===== config.mk =====
export PLATFORM = sky130hd
export DESIGN_NAME = trace_buffer
export DESIGN_NICKNAME = d
export VERILOG_FILES = /design/src/rtl/trace_buffer.sv
export SDC_FILE = /design/constraint.sdc
export NUM_CORES = 1
export LEC_CHECK = 0
export CAP_MARGIN = 20
export CORE_ASPECT_RATIO = 0.6
export CORE_UTILIZATION = 63
export DETAILED_ROUTE_END_ITERATION = 6
export DONT_BUFFER_PORTS = 1
export PLACE_DENSITY = 0.79
export SYNTH_ARGS = -nofsm -noshare
export SYNTH_HDL_FRONTEND = slang
export SYNTH_SLANG_ARGS = --single-unit

===== constraint.sdc =====
create_clock -name clock -period 15.36 [get_ports clock]
set_clock_uncertainty 0.1 [all_clocks]
set_input_delay 1.536 -clock clock [delete_from_list [all_inputs] [get_ports clock]]
set_output_delay 1.536 -clock clock [all_outputs]
set_load 0.01 [all_outputs]

===== src/rtl/trace_buffer.sv =====
// Retirement trace buffer: first-word-fall-through FIFO of {pc, inst, wbdata}
// with drop counting and a stop-address triggered capture shutdown.
module trace_buffer #(
    parameter int DEPTH    = 8,
    parameter int STOPWORD = 11
) (
    input  logic                       clock,
    input  logic                       nreset,
    input  logic                       retire,
    input  logic [31:0]                pc,
    input  logic [31:0]                inst,
    input  logic [31:0]                wbdata,
    input  logic                       ready,
    output logic                       valid,
    output logic [31:0]                tpc,
    output logic [31:0]                tinst,
    output logic [31:0]                tdata,
    output logic [$clog2(DEPTH):0]     count,
    output logic [15:0]                dropped,
    output logic                       halted,
    output logic                       done
);

    localparam int AW = $clog2(DEPTH);
    localparam int CW = AW + 1;

    typedef enum logic [1:0] {
        RUN  = 2'd0,
        STOP = 2'd1,
        DONE = 2'd2
    } state_t;

    state_t          r_state;
    state_t          w_state_next;
    logic [AW-1:0]   r_wptr;
    logic [AW-1:0]   r_rptr;
    logic [CW-1:0]   r_count;
    logic [CW-1:0]   w_count_next;
    logic [15:0]     r_dropped;

    logic [31:0]     r_mem_pc   [DEPTH];
    logic [31:0]     r_mem_inst [DEPTH];
    logic [31:0]     r_mem_data [DEPTH];

    logic            w_run;
    logic            w_full;
    logic            w_valid;
    logic            w_pop;
    logic            w_push;
    logic            w_drop;
    logic            w_stop_hit;

    assign w_run      = (r_state == RUN);
    assign w_full     = (r_count == CW'(DEPTH));
    assign w_valid    = (r_count != '0);
    assign w_pop      = w_valid && ready;
    assign w_push     = retire && w_run && (!w_full || w_pop);
    assign w_drop     = retire && w_run && w_full && !w_pop;
    assign w_stop_hit = retire && w_run && (pc[31:2] == 30'(STOPWORD));

    assign w_count_next = r_count + CW'(w_push) - CW'(w_pop);

    // Record storage; contents need no reset because valid masks stale slots.
    always_ff @(posedge clock) begin
        if (w_push) begin
            r_mem_pc[r_wptr]   <= pc;
            r_mem_inst[r_wptr] <= inst;
            r_mem_data[r_wptr] <= wbdata;
        end
    end

    // Pointers, occupancy and saturating drop counter.
    always_ff @(posedge clock) begin
        if (!nreset) begin
            r_wptr    <= '0;
            r_rptr    <= '0;
            r_count   <= '0;
            r_dropped <= '0;
        end else begin
            if (w_push) r_wptr <= r_wptr + AW'(1);
            if (w_pop)  r_rptr <= r_rptr + AW'(1);
            r_count <= w_count_next;
            if (w_drop && (r_dropped != 16'hFFFF)) begin
                r_dropped <= r_dropped + 16'd1;
            end
        end
    end

    // Capture state register.
    always_ff @(posedge clock) begin
        if (!nreset) begin
            r_state <= RUN;
        end else begin
            r_state <= w_state_next;
        end
    end

    // Next capture state; DONE is entered as soon as the post-edge count is zero.
    always_comb begin
        w_state_next = r_state;
        case (r_state)
            RUN: begin
                if (w_stop_hit) begin
                    w_state_next = (w_count_next == '0) ? DONE : STOP;
                end
            end
            STOP: begin
                if (w_count_next == '0) w_state_next = DONE;
            end
            DONE:    w_state_next = DONE;
            default: w_state_next = RUN;
        endcase
    end

    assign valid   = w_valid;
    assign tpc     = w_valid ? r_mem_pc[r_rptr]   : 32'd0;
    assign tinst   = w_valid ? r_mem_inst[r_rptr] : 32'd0;
    assign tdata   = w_valid ? r_mem_data[r_rptr] : 32'd0;
    assign count   = r_count;
    assign dropped = r_dropped;
    assign halted  = (r_state != RUN);
    assign done    = (r_state == DONE);

endmodule


==> impl_metrics.toml <==
[run_status]
status = "finished, violations left"
violations = "DRC"

[timing]
hold_ws_ns = 0.379
grt_setup_unrepaired = "false"
setup_violations = 0
period_share = 0.376
clock.fmax_ghz = 0.173
slew_viol_final = 0
fin_crit_ns = 5.78
setup_tns_ns = 0
slew_headroom = 0.290
finalHoldViolations = 0
tightest_slew_ns = 1.07

[synthesis]
synth_seq_area_share = 0.767
synthArstFlopShare = 0
yosys.area.top_type = "edfxtp_1"
synth_top_area_frac = 0.747
ys_warn_count = 0
ys_types = 56
synth_area_um2 = 30900
synth_edf_count = 768
synth_ff_type = "edfxtp_1"
syn_inst = 1421
synth-seq-cells = 799
synth_area_per_cell_um2 = 21.7
ys_top_cells_by_area = "edfxtp_1 75%, mux4_2 14%, mux2i_1 3.3%"
synth_nets = 1534

[worst_hold_path]
hold_path.class = "reg2reg"
whs_path_depth = 2

[power_and_ir_drop]
power_density_nw_per_um2 = 162
power.leakage_nw = 10.3
ir_drop_mv = 0.148

[detailed_routing]
first_pass_iters = 7
dr.max_layer_used = "met4"
wl_per_cell_um = 28.9
ant_nets = 0
routed_wl_um = 62100
wl_met3_um = 4710
drc = 20
viasPerCell = 6.59
first_iter_violations = 1430
vias = 14100
wl_met2_um = 30900
m1WireLength_um = 25200

[clock_tree]
cts_tree = "built"
numCtsBuffers = 69
clk_pin_slew_ns = 0.06
htreeDepth = 3
cts_buffer_depth = 3
ctsResizeCount = 0
cts_hold_buf = 0
postCtsSetupBuffers = 0
clkLatencyLatePin_ns = 0.59
cts_root_buffer = "clkbuf_16"
cts.sink_count = 799

[die]
initial_utilization = 0.642
die_area_um2 = 49900
coreArea_um2 = 48100
ioPinCount = 219
die_x_um = 288
die_h_um = 173
row_count = 62

[cells_and_area]
final_area_um2 = 33900
final_common_cell = "edfxtp_1"
mostFrequentLayoutCells = "768 x edfxtp_1, 192 x mux4_2, 102 x mux2i_1, 101 x nor2_1, 73 x clkbuf_16"
num-nets-final = 1564
seq_area_um2 = 23700
fillers = 2783
multi_input_comb_area_um2 = 6860
layout-drive-gt1-share = 0.229
syn_to_final_growth_pct = 9.72
num_antenna_cells = 0

[worst_setup_path]
critPathMostFrequentCell = "buf_4"
crit_path_top_delay_cell = "dfxtp_4"
cp_max_fo = 47
worstSetupEndpointType = "output port"
critPathMaxStageDelay_ns = 0.90
required_ns = 13.72
cp-start-kind = "register"
r2r_cells = 13
cp.arrival_ns = 4.14
worstSetupPathType = "reg2out"
crit_chain = "buf_4 > buf_4 > mux4_2 > mux2i_1 > nor2_1"

[grt]
grt_pass1_wl_um = 92600
first_global_vias = 14700
grt_start_max_net_pins = 76
grt_antenna_before_repair = 0
grt_use_total = 0.253
overflow = 0

[flow_run]
maxCapViolations = 0

[placed_design]
port_buffers = 0
post-dp-hpwl_um = 33500
gp_congestion = 0.802
dpl_cell_area_um2 = 31600
==> flip-flops by register name (all words and copies together), names as in the netlist, named ones only <==
signal      flops
count           4
r_rptr          3
r_mem_pc      256
r_mem_data    256
r_mem_inst    256
r_wptr          3
r_state         2
dropped        16
==> where the power goes <==
part / internal [mW] / switching (mW) / total (mW) / leakage [nW]
sequential: 2.52 / 0.0748 / 2.60 / 7.22
combinational: 0.494 / 0.693 / 1.19 / 2.03
clock: 0.954 / 0.758 / 1.71 / 1.08
total: 3.97 / 1.53 / 5.50 / 10.3
==> synthesized netlist by cell type (2+ instances only) <==
cell       count
edfxtp_1     768
mux4_2       192
nor2_1       104
mux2i_1      102
clkbuf_1      33
dfxtp_1       31
buf_2         25
and2_1        17
nand2_1       15
ha_1          12
inv_1         11
xnor2_1       10
buf_1          7
nand2b_1       7
nand3_1        7
nor4_1         6
a21boi_0       5
buf_4          5
and3_1         4
nor2b_1        4
nor3_1         4
xor2_1         4
a21o_1         3
nand4_1        3
o211ai_1       3
a2111oi_0      2
a21oi_1        2
a31oi_1        2
nand2_2        2
nor4b_1        2
o21ai_0        2
or3_1          2
or4_1          2
==> final timing paths <==
kind	start	to	slack [ns]
min reg2reg	r_rptr[1]$_SDFFE_PN0P_	register	0.38
max reg2reg	count[1]$_SDFF_PN0_	r_state[1]$_SDFFE_PN0P_	10.96
max	register	tdata[2]	9.58
min	r_rptr[1]$_SDFFE_PN0P_	register	0.38
==> logic make-up (layout without fill, tap and decap cells) <==
logic type               Yosys count  count (layout)  synth area share
flip-flops                       799             799             0.767
AND/OR/NAND/NOR                  193             193            0.0318
XOR/XNOR                          14              14           0.00397
buffers and inverters             82             165            0.0118
AO/OA/AOI/OAI                     26              26           0.00624
adder cells (fa/ha/maj)           13              13           0.00551
multiplexers                     294             294             0.173
==> metal layers <==
| layer | global-route usage | vias to the layer above |
|---|---|---|
| li1 | - | 5900 |
| met1 | 0.363 | 7551 |
| met2 | 0.409 | 590 |
| met3 | 0.0533 | 87 |
| met4 | 0.0600 | 0 |
| met5 | 0 | - |
==> metrics by stage <==
stage,setup WS (ns),power (mW),utilization,cells
2_1_floorplan,3.45,3.60,-,1421
3_3_place_gp,10.14,3.82,0.657,2019
3_5_place_dp,10.10,3.85,0.657,2019
4_1_cts,9.44,5.56,0.703,2143
5_1_grt,9.20,5.71,0.704,2144
6_report,9.58,5.50,0.704,2144
==> cell type report <==
cell class                 instances  area share
timing repair buffer              30     0.00724
tap                              640      0.0236
clock inverter                    43      0.0106
multi-input combinational        540       0.203
clock buffer                      81      0.0548
inverter                          11     0.00122
sequential                       799       0.700
==> critical path: cells and delay by family, from the launching register on <==
family | cells | cell delay, ns
buffers and inverters | 2 | 1.49
multiplexers | 2 | 0.89
flip-flops | 1 | 0.90
AND/OR/NAND/NOR | 1 | 0.14
Note: power is estimated with default switching activity, not from simulation.
